--- config.mk ---
export PLATFORM = sky130hd
export DESIGN_NAME = poly_eval_pipe_flat
export DESIGN_NICKNAME = d
export VERILOG_FILES = /design/src/rtl/poly_eval_pipe_if.sv /design/src/rtl/poly_eval_pipe.sv /design/src/flat_wrapper.sv
export SDC_FILE = /design/constraint.sdc
export NUM_CORES = 1
export LEC_CHECK = 0
export BUFFER_PORTS_ARGS = -buffer_cell sky130_fd_sc_hd__buf_4
export CAP_MARGIN = 20
export CORE_MARGIN = 2
export CORE_UTILIZATION = 30
export CTS_CLUSTER_SIZE = 14
export DETAILED_ROUTE_END_ITERATION = 16
export SKIP_LAST_GASP = 1
export SYNTH_ARGS = -nofsm -noshare
export SYNTH_HDL_FRONTEND = slang
export SYNTH_SLANG_ARGS = --single-unit
--- constraint.sdc ---
create_clock -name clk -period 7.3 [get_ports clk]
set_input_delay 0.365 -clock clk [delete_from_list [all_inputs] [get_ports clk]]
set_output_delay 0.365 -clock clk [all_outputs]
set_load 0.01 [all_outputs]
--- src/rtl/poly_eval_pipe_if.sv ---
`default_nettype none
// ============================================================================
// Module   : poly_eval_pipe_if
// Brief    : Operand/result handshake bundle for poly_eval_pipe.
// Revision : 1.0 - initial release
// ============================================================================
interface poly_eval_pipe_if #(
    parameter int WIDTH = 16,
    parameter int TAG_W = 4
) ();
    logic                    in_val;
    logic                    in_rdy;
    logic signed [WIDTH-1:0] a;
    logic signed [WIDTH-1:0] b;
    logic signed [WIDTH-1:0] c;
    logic signed [WIDTH-1:0] d;
    logic [TAG_W-1:0]        in_tag;
    logic                    out_val;
    logic                    out_rdy;
    logic signed [WIDTH-1:0] Q;
    logic [TAG_W-1:0]        out_tag;
    logic                    ovf;

    modport master (
        output in_val, a, b, c, d, in_tag, out_rdy,
        input  in_rdy, out_val, Q, out_tag, ovf
    );

    modport slave (
        input  in_val, a, b, c, d, in_tag, out_rdy,
        output in_rdy, out_val, Q, out_tag, ovf
    );
endinterface
`default_nettype wire

--- src/rtl/poly_eval_pipe.sv ---
`default_nettype none
// ============================================================================
// Module   : poly_eval_pipe
// Brief    : 3-stage Q = ((a-b)*(1+3c) - 4d) >>> 1 with valid/ready flow.
//            Define POLY_EVAL_SAT_EN to clamp Q and report ovf.
// Revision : 1.0 - initial release
// ============================================================================
module poly_eval_pipe #(
    parameter int WIDTH = 16,
    parameter int TAG_W = 4
) (
    input  wire logic        clk,
    input  wire logic        rst,
    poly_eval_pipe_if.slave  bus
);
    localparam int c_iw = 2 * WIDTH + 5;
    localparam logic signed [WIDTH+2:0] c_k_one = (WIDTH+3)'(1);

    // Stage valids and advance enables; a stage advances when empty or
    // when everything below it can move.
    logic r_v1, r_v2, r_v3;
    logic w_adv1, w_adv2, w_adv3;
    logic w_ld1, w_ld2, w_ld3;

    assign w_adv3 = !r_v3 || bus.out_rdy;
    assign w_adv2 = !r_v2 || w_adv3;
    assign w_adv1 = !r_v1 || w_adv2;
    assign w_ld1  = w_adv1 && bus.in_val;
    assign w_ld2  = w_adv2 && r_v1;
    assign w_ld3  = w_adv3 && r_v2;

    assign bus.in_rdy = w_adv1;

    always_ff @(posedge clk) begin
        if (rst) begin
            r_v1 <= 1'b0;
            r_v2 <= 1'b0;
            r_v3 <= 1'b0;
        end else begin
            if (w_adv1) r_v1 <= bus.in_val;
            if (w_adv2) r_v2 <= r_v1;
            if (w_adv3) r_v3 <= r_v2;
        end
    end

    // ---------------- Stage 1 ----------------
    logic signed [WIDTH:0]   w_diff, r_diff;
    logic signed [WIDTH+2:0] w_cx, w_k, r_k;
    logic signed [WIDTH+1:0] w_d4, r_d4_1;
    logic [TAG_W-1:0]        r_tag1;

    assign w_diff = (WIDTH+1)'(bus.a) - (WIDTH+1)'(bus.b);
    assign w_cx   = (WIDTH+3)'(bus.c);
    assign w_k    = w_cx + (w_cx <<< 1) + c_k_one;
    assign w_d4   = {bus.d, 2'b00};

    always_ff @(posedge clk) begin
        if (rst) begin
            r_diff <= '0;
            r_k    <= '0;
            r_d4_1 <= '0;
            r_tag1 <= '0;
        end else if (w_ld1) begin
            r_diff <= w_diff;
            r_k    <= w_k;
            r_d4_1 <= w_d4;
            r_tag1 <= bus.in_tag;
        end
    end

    // ---------------- Stage 2 ----------------
    logic signed [c_iw-1:0]  w_prod, r_prod;
    logic signed [WIDTH+1:0] r_d4_2;
    logic [TAG_W-1:0]        r_tag2;

    assign w_prod = c_iw'(r_diff) * c_iw'(r_k);

    always_ff @(posedge clk) begin
        if (rst) begin
            r_prod <= '0;
            r_d4_2 <= '0;
            r_tag2 <= '0;
        end else if (w_ld2) begin
            r_prod <= w_prod;
            r_d4_2 <= r_d4_1;
            r_tag2 <= r_tag1;
        end
    end

    // ---------------- Stage 3 ----------------
    logic signed [c_iw-1:0]  w_sub, w_r;
    logic signed [WIDTH-1:0] w_q, r_q;
    logic [TAG_W-1:0]        r_tag3;
    logic                    w_unused;

    assign w_sub = r_prod - c_iw'(r_d4_2);
    assign w_r   = w_sub >>> 1;

`ifdef POLY_EVAL_SAT_EN
    localparam logic signed [c_iw-1:0] c_qmax = {{(c_iw-WIDTH+1){1'b0}}, {(WIDTH-1){1'b1}}};
    localparam logic signed [c_iw-1:0] c_qmin = {{(c_iw-WIDTH+1){1'b1}}, {(WIDTH-1){1'b0}}};
    logic w_ovf, r_ovf;

    always_comb begin
        w_q   = w_r[WIDTH-1:0];
        w_ovf = 1'b0;
        if (w_r > c_qmax) begin
            w_q   = c_qmax[WIDTH-1:0];
            w_ovf = 1'b1;
        end else if (w_r < c_qmin) begin
            w_q   = c_qmin[WIDTH-1:0];
            w_ovf = 1'b1;
        end
    end

    always_ff @(posedge clk) begin
        if (rst)        r_ovf <= 1'b0;
        else if (w_ld3) r_ovf <= w_ovf;
    end

    assign bus.ovf  = r_ovf;
    assign w_unused = w_sub[0];
`else
    assign w_q      = w_r[WIDTH-1:0];
    assign bus.ovf  = 1'b0;
    assign w_unused = ^{w_sub[0], w_r[c_iw-1:WIDTH]};
`endif

    always_ff @(posedge clk) begin
        if (rst) begin
            r_q    <= '0;
            r_tag3 <= '0;
        end else if (w_ld3) begin
            r_q    <= w_q;
            r_tag3 <= r_tag2;
        end
    end

    assign bus.out_val = r_v3;
    assign bus.Q       = r_q;
    assign bus.out_tag = r_tag3;
endmodule
`default_nettype wire

--- src/flat_wrapper.sv ---
// flat-port wrapper written by rule: the top's interface ports become plain ports
module poly_eval_pipe_flat 
#(
    parameter int WIDTH = 16,
    parameter int TAG_W = 4
)
  (clk, rst, bus_in_val, bus_a, bus_b, bus_c, bus_d, bus_in_tag, bus_out_rdy, bus_in_rdy, bus_out_val, bus_Q, bus_out_tag, bus_ovf);
  poly_eval_pipe_if #(.WIDTH(WIDTH), .TAG_W(TAG_W)) bus_i ();
  input  wire logic clk;
  input  wire logic rst;
  input wire logic [$bits(bus_i.in_val)-1:0] bus_in_val;
  input wire logic [$bits(bus_i.a)-1:0] bus_a;
  input wire logic [$bits(bus_i.b)-1:0] bus_b;
  input wire logic [$bits(bus_i.c)-1:0] bus_c;
  input wire logic [$bits(bus_i.d)-1:0] bus_d;
  input wire logic [$bits(bus_i.in_tag)-1:0] bus_in_tag;
  input wire logic [$bits(bus_i.out_rdy)-1:0] bus_out_rdy;
  output wire logic [$bits(bus_i.in_rdy)-1:0] bus_in_rdy;
  output wire logic [$bits(bus_i.out_val)-1:0] bus_out_val;
  output wire logic [$bits(bus_i.Q)-1:0] bus_Q;
  output wire logic [$bits(bus_i.out_tag)-1:0] bus_out_tag;
  output wire logic [$bits(bus_i.ovf)-1:0] bus_ovf;
  assign bus_i.in_val = bus_in_val;
  assign bus_i.a = bus_a;
  assign bus_i.b = bus_b;
  assign bus_i.c = bus_c;
  assign bus_i.d = bus_d;
  assign bus_i.in_tag = bus_in_tag;
  assign bus_i.out_rdy = bus_out_rdy;
  assign bus_in_rdy = bus_i.in_rdy;
  assign bus_out_val = bus_i.out_val;
  assign bus_Q = bus_i.Q;
  assign bus_out_tag = bus_i.out_tag;
  assign bus_ovf = bus_i.ovf;
  poly_eval_pipe #(.WIDTH(WIDTH), .TAG_W(TAG_W)) u_core (.clk(clk), .rst(rst), .bus(bus_i));
endmodule
==> summary.log, run 1 <==
qor: status.status complete, no violations
qor: global_route.grt_pass1_wl 44.7 mm
qor: pwr.leakage 0.00573 uW
qor: logic_synthesis.synth.lib_cells_used.distinct 60
qor: logic_synthesis.syn_nets 1688
qor: global_route.via_count_of_the_first_global_routing_pass 9263
qor: logic_synthesis.ys_top_cells_by_area sky130_fd_sc_hd__dfxtp_1, sky130_fd_sc_hd__fa_1, sky130_fd_sc_hd__ha_1
qor: final_layout.utilization 0.344
qor: timing.finalSetupViolCount 0
qor: logic_synthesis.synth_seq_area_share 0.199
qor: critical_path.r2r_setup_slack 1540 ps
qor: global_route.grt_start_max_net_pins 82
qor: global_route.antenna_found_initial 0
qor: floorplan.core_region_area 36700 um2
qor: floorplan.fp.dieH 197 um
qor: timing.tns 0 ps
qor: critical_path.rr_endpoint u_core.r_prod[16]
qor: critical_path.worst-r2r-cell-count 17
qor: pwr.irDropWorstVdd 91.7 uV
qor: floorplan.die_footprint 38900 um2
qor: clocking.post_cts.repair.setup_buffers 0
qor: final_layout.nets 1741
qor: critical_path.worst-endpoint-arrival 5960 ps
qor: clocking.ctsLongestPathBuffers 2
qor: hold_path.hold_class in2reg
qor: place.hpwlAfterDp 20.4 mm
qor: timing.final.setup_skew 19.8 ps
qor: logic_synthesis.yosysTopAreaCellShare 0.199
qor: clocking.worst_skew_pair.late_latency 360 ps
qor: floorplan.floorplan_row_count 70
qor: critical_path.crit-reg2reg-launch u_core.r_k[6]
qor: final_layout.diodes 0
qor: clocking.clk_root_buffer_cell sky130_fd_sc_hd__clkbuf_16
qor: clocking.cts.sink_count 111
qor: logic_synthesis.postSynth.asyncResetShare 0
qor: global_route.groute.usage.overall 0.140
qor: critical_path.critical_path_end_type register
qor: place.gp_congestion 0.844
qor: global_route.global_route.overflow_total 0
qor: detailed_routing.first_pass_iters 4
qor: final_layout.final_common_cell sky130_fd_sc_hd__nand2_1
qor: logic_synthesis.syn_area 11200 um2
qor: critical_path.worst_setup_path_endpoint u_core.r_prod[16]
qor: timing.final_critical_path_setup_slack 1540 ps
qor: place.placement.setup.worst_slack 1610 ps
qor: critical_path.timing.critical_path.from_type register
qor: clocking.ctsHtreeMaxLevel 3
qor: timing.finalHoldViolCount 0
qor: clocking.cts_tree done
qor: critical_path.crit_required 7500 ps
qor: clocking.cts_inserted_buffers 9
qor: final_layout.drive_above_1_share 0.0887
qor: flow_run.drv.max_cap_violation_count 0
qor: final_layout.layout.cells.most_common_list sky130_fd_sc_hd__nand2_1, sky130_fd_sc_hd__inv_1, sky130_fd_sc_hd__a21oi_1, sky130_fd_sc_hd__ha_1, sky130_fd_sc_hd__dfxtp_1
qor: clocking.worst_setup_hold_path_clk_slew 90 ps
qor: logic_synthesis.dominantRegCellSynth sky130_fd_sc_hd__dfxtp_1
qor: clocking.ctsHoldBuffers 0
qor: detailed_routing.viasPerCell 4.73
qor: timing.tightestPinTransition 896 ps
qor: critical_path.critPathMaxFanout 12
qor: final_layout.area.growth.synth_to_final 12.9%
qor: detailed_routing.antenna_violating_nets_post_route 0
qor: timing.rsz_0062_raised_after_global_routing false
qor: logic_synthesis.postSynthCellCount 1408
qor: place.number_of_placed_instances_with_taps_included 1918
qor: place.port-buffer-count 92
qor: pwr.power.density 167 nW/um2
qor: floorplan.floorplan.initialDensity 0.305
qor: detailed_routing.drt_iter0_markers 471
qor: logic_synthesis.yosys_register_bits 111
qor: pwr.totalPowerFinal 2110 uW
qor: final_layout.post_layout_nonfiller_instances 1934
qor: critical_path.worstSetupPathType reg2reg
qor: detailed_routing.num_vias 9142
qor: detailed_routing.routed_wl 26.2 mm
qor: logic_synthesis.netlist.top_cell.by_area sky130_fd_sc_hd__dfxtp_1
qor: timing.slew_headroom 0.403
qor: logic_synthesis.synthesized_area_per_cell 7.95 um2
qor: critical_path.cp-startpoint u_core.r_k[6]
qor: timing.post-route-period-util 0.789
qor: detailed_routing.detail_route.drc_violations 0
qor: clocking.post_cts.resized_instances 0
qor: detailed_routing.routedWlPerCell 13.5 um
qor: logic_synthesis.ys_warn_count 0
qor: timing.timing_max_transition_violations_final 0
qor: final_layout.fillCellCount 3830
qor: timing.period_minus_slack 5760 ps
qor: timing.fmaxAchievable 174 MHz
qor: floorplan.floorplan.die.width 197 um
qor: floorplan.io_pins 95
qor: logic_synthesis.number_of_flops_mapped_to_enable_cells_by_yosys 0
[cells in the mapped netlist (all sizes together), types with 5 or more instances]
cell      n
a211oi   22
nor3     25
nor2     51
or3      14
and2    105
nand3b    5
and4      5
a31oi     8
nand4     6
o211ai    5
inv     222
a21oi   112
o21a     12
dfxtp   111
nand3    24
xnor2    53
or2       5
fa       96
clkbuf   53
ha      112
xor2     21
nor4      6
o21ai    30
nor2b    12
and3      8
a21o      7
o31a      5
nand2   228
[stage by stage]
stage          area [um2]  hold WS (ps)
6_report            12600           241
5_1_grt             12600           244
4_1_cts             12600           228
3_5_place_dp        12300           448
3_3_place_gp        12300           438
2_1_floorplan       11200           432
[routing by layer]
metal | up-vias | track usage | share of wire
met5 | - | 0 | 0
met4 | 0 | 0.0326 | 0.014
met3 | 23 | 0.0147 | 0.031
met2 | 120 | 0.239 | 0.47
met1 | 4356 | 0.189 | 0.49
li1 | 4643 | - | -
[sequential cells by signal (all words and copies together), names as in the netlist]
register            flops
u_core.r_d4_1          15
u_core.bus.out_tag      4
u_core.r_tag2           4
u_core.r_prod          16
u_core.r_v1             1
u_core.bus.out_val      1
u_core.r_k             17
u_core.bus.Q           16
u_core.r_v2             1
u_core.r_tag1           4
u_core.r_diff          17
u_core.r_d4_2          15
[layout make-up]
| type | count | area [um2] | area share |
|---|---|---|---|
| well taps | 468 | 586 | 0.0464 |
| flip-flops and latches | 111 | 2220 | 0.176 |
| repair buffers | 99 | 743 | 0.0589 |
| clock inverters | 6 | 83.8 | 0.00664 |
| multi-input cells | 1018 | 7930 | 0.628 |
| inverters | 222 | 833 | 0.0660 |
| clock buffers | 10 | 229 | 0.0181 |
[where the power goes]
| part | internal, uW | total [uW] | switching [uW] |
|---|---|---|---|
| Sequential | 651 | 730 | 79.1 |
| Clock | 275 | 520 | 245 |
| Combinational | 383 | 857 | 473 |
[cells by family after synthesis]
group	synth area share
buf+inv	0.0939
fa+ha+maj	0.297
other cells	0.000335
simple gates	0.219
compound gates	0.127
mux	0.00179
xor+xnor	0.0619
flops	0.199
[how the worst min path moves through the flow]
stage	from	end	cells after the start
2_1_floorplan	u_core.r_d4_1[10]	u_core.r_d4_2[10]	2
3_3_place_gp	u_core.r_d4_1[2]	u_core.r_d4_2[2]	2
3_5_place_dp	u_core.r_tag2[1]	u_core.r_tag2[1]	2
4_1_cts	bus_d[1]	u_core.r_d4_1[3]	3
5_1_grt	bus_d[7]	u_core.r_d4_1[9]	3
6_report	bus_d[1]	u_core.r_d4_1[3]	3
[worst max-delay path: stages, from the launching register on]
cell                       delay [ps]
sky130_fd_sc_hd__dfxtp_1          680
sky130_fd_sc_hd__nand2_1          160
sky130_fd_sc_hd__fa_1             530
sky130_fd_sc_hd__inv_1             50
sky130_fd_sc_hd__fa_1             500
sky130_fd_sc_hd__inv_1             60
sky130_fd_sc_hd__fa_1             510
sky130_fd_sc_hd__fa_1             520
sky130_fd_sc_hd__fa_1             530
sky130_fd_sc_hd__fa_1             480
sky130_fd_sc_hd__xnor2_1          150
sky130_fd_sc_hd__xnor2_1          190
sky130_fd_sc_hd__xnor2_1          170
sky130_fd_sc_hd__xnor2_1          150
sky130_fd_sc_hd__xnor3_1          510
sky130_fd_sc_hd__nor3_1           190
sky130_fd_sc_hd__nand3b_1         140
sky130_fd_sc_hd__a21oi_1           80
Note: power is estimated with default switching activity, not from simulation.
==> run 2, diff against run 1 <==
==> constraint.sdc (replaced) <==
create_clock -name clk -period 5.63 [get_ports clk]
set_input_delay 0.2815 -clock clk [delete_from_list [all_inputs] [get_ports clk]]
set_output_delay 0.2815 -clock clk [all_outputs]
set_load 0.01 [all_outputs]
==> run 2 against run 1 <==
  * Maximum frequency grew 7.4%
  * Sequential power grew 28%
  * Clock power grew 23%
  * Global-route usage shrank 0.051 points
  * Flip-flop and latch count is the same
  * Clock skew shrank 3.0 ps
  * Critical endpoint unchanged
  * Largest power group unchanged
  * Highest routed layer unchanged
==> summary.log, run 2 (synthesis results as in run 1) <==
qor: critical_path.critPathMaxFanout 9
qor: detailed_routing.routed_wl 26.2 mm
qor: flow_run.drv.max_cap_violation_count 0
qor: final_layout.sequential_cell_area 2230 um2
qor: clocking.cts.sink_count 111
qor: pwr.irDropWorstVdd 118 uV
qor: final_layout.nets 1756
qor: pwr.cell_internal_pwr 1670 uW
qor: critical_path.crit-reg2reg-launch u_core.r_k[9]
qor: pwr.p_switching 1040 uW
qor: critical_path.critical-path-top-cell-by-count sky130_fd_sc_hd__fa_1
qor: detailed_routing.detail_route.drc_violations 0
qor: floorplan.die_footprint 38900 um2
qor: floorplan.floorplan.die.width 197 um
qor: critical_path.worst-endpoint-arrival 5570 ps
qor: floorplan.core_region_area 36700 um2
qor: clocking.cts_inserted_buffers 9
qor: critical_path.cpPeakStageDelay 560 ps
qor: hold_path.hold_class in2reg
qor: global_route.grt_pass1_wl 44.4 mm
qor: pwr.power.switching_fraction 0.384
qor: hold_path.worst_hold_startpoint bus_in_tag[2]
qor: global_route.global_route.overflow_total 0
qor: pwr.clock_power_share 0.237
qor: global_route.via_count_of_the_first_global_routing_pass 9321
qor: critical_path.slowest_stage sky130_fd_sc_hd__fa_1
qor: clocking.ctsHoldBuffers 0
qor: final_layout.reg.largest.list u_core.r_diff (17), u_core.r_k (17)
qor: final_layout.diodes 0
qor: clocking.worst_setup_hold_path_clk_slew 90 ps
qor: final_layout.layout.cells.most_common_list sky130_fd_sc_hd__nand2_1, sky130_fd_sc_hd__inv_1, sky130_fd_sc_hd__buf_4, sky130_fd_sc_hd__a21oi_1, sky130_fd_sc_hd__ha_1
qor: global_route.groute.usage.overall 0.139
qor: pwr.power.density 213 nW/um2
qor: timing.finalSetupViolCount 0
qor: final_layout.fillCellCount 3884
qor: timing.finalHoldViolCount 0
qor: clocking.ctsHtreeMaxLevel 3
qor: final_layout.area.growth.synth_to_final 13.9%
qor: critical_path.cp-startpoint u_core.r_k[9]
qor: status.status complete, no violations
qor: clocking.clk_root_buffer_cell sky130_fd_sc_hd__clkbuf_16
qor: pwr.combPwrFrac 0.419
qor: floorplan.floorplan.initialDensity 0.305
qor: final_layout.area_of_the_multi_input_gates 7930 um2
qor: timing.final.setup_skew 16.8 ps
qor: final_layout.drive_above_1_share 0.105
qor: pwr.totalPowerFinal 2710 uW
qor: clocking.ctsLongestPathBuffers 2
qor: floorplan.io_pins 95
qor: floorplan.floorplan_row_count 70
qor: timing.post-route-period-util 0.952
qor: timing.period_minus_slack 5360 ps
qor: timing.tns 0 ps
qor: detailed_routing.num_vias 9152
qor: critical_path.critical_path_end_type register
qor: timing.slew_headroom 0.337
qor: timing.fmaxAchievable 187 MHz
qor: clocking.cts_tree done
qor: critical_path.timing.critical_path.cells and2_1, fa_1, inv_1, fa_1, fa_1, inv_1, fa_1, fa_1, inv_1, fa_1, inv_1, ha_1, nand3_1, a211oi_1, nor3_1, nor3_1, nand3b_1, a21oi_1
qor: critical_path.worstSetupPathType reg2reg
qor: critical_path.timing.critical_path.from_type register
qor: detailed_routing.viasPerCell 4.70
qor: detailed_routing.antenna_violating_nets_post_route 0
qor: place.port-buffer-count 92
qor: detailed_routing.drt_iter0_markers 378
qor: timing.timing_max_transition_violations_final 0
qor: final_layout.final_common_cell sky130_fd_sc_hd__nand2_1
qor: floorplan.fp.dieH 197 um
qor: global_route.grt_start_max_net_pins 82
qor: place.hpwlAfterDp 20.8 mm
qor: timing.tightestPinTransition 991 ps
qor: pwr.power_frac_seq 0.344
qor: detailed_routing.first_pass_iters 4
qor: clocking.worst_skew_pair.late_latency 360 ps
qor: place.gp_congestion 0.839
qor: pwr.leakage 0.00581 uW
qor: global_route.antenna_found_initial 0
qor: timing.rsz_0062_raised_after_global_routing false
qor: critical_path.crit_required 5830 ps
qor: detailed_routing.routedWlPerCell 13.4 um
run 2: metal layers:
layer  up-vias  wire length, um  GRT usage
li1       4669                -          -
met1      4319            12800      0.187
met2       149            12300      0.241
met3        15              731     0.0140
met4         0              319     0.0309
met5         -                0          0
run 2: critical path: cells and delay by family (launching register included):
kind,cells,cell delay (ps)
fa+ha+maj,7,3470
simple gates,5,780
flops,1,430
compound gates,2,310
buf+inv,4,220
run 2: worst paths after layout:
kind / cells past startpoint / to / slack (ps)
min reg2reg: 2 / u_core.r_d4_2[15] / 460
max reg2reg: 18 / u_core.r_prod[16] / 270
min: 3 / u_core.r_tag1[2] / 160
max: 18 / u_core.r_prod[16] / 270
run 2: per-stage QoR:
step / cell area, um2 / setup slack [ps] / hold WS [ps] / instances / util
floorplan: 11200 / 510 / 377 / 1408 / -
global placement: 12400 / 175 / 442 / 1932 / 0.338
detailed placement: 12400 / 115 / 445 / 1933 / 0.339
CTS: 12700 / 114 / 146 / 1949 / 0.347
global route: 12700 / 1.51 / 153 / 1949 / 0.347
finish: 12700 / 268 / 155 / 1949 / 0.347
run 2: repair_timing:
item	in CTS	in global routing
setup endpoints to repair	0	3
setup buffers	0	0
gates resized for setup	0	11
run 2: final cells by class:
cell class                      count  area share
Clock buffer                        9      0.0177
Clock inverter                      7     0.00609
Inverter                          222      0.0654
Multi-Input combinational cell   1018       0.622
Sequential cell                   111       0.175
Tap cell                          468      0.0459
Timing Repair Buffer              114      0.0672
run 2: power by group through the flow:
stage	Clock, uW	Combinational, uW	Sequential [uW]
final	642	1130	932
after global routing	693	1300	941
after CTS	664	1150	929
after detailed placement	0	1140	948
after global placement	0	1130	946
after floorplan	0	864	899
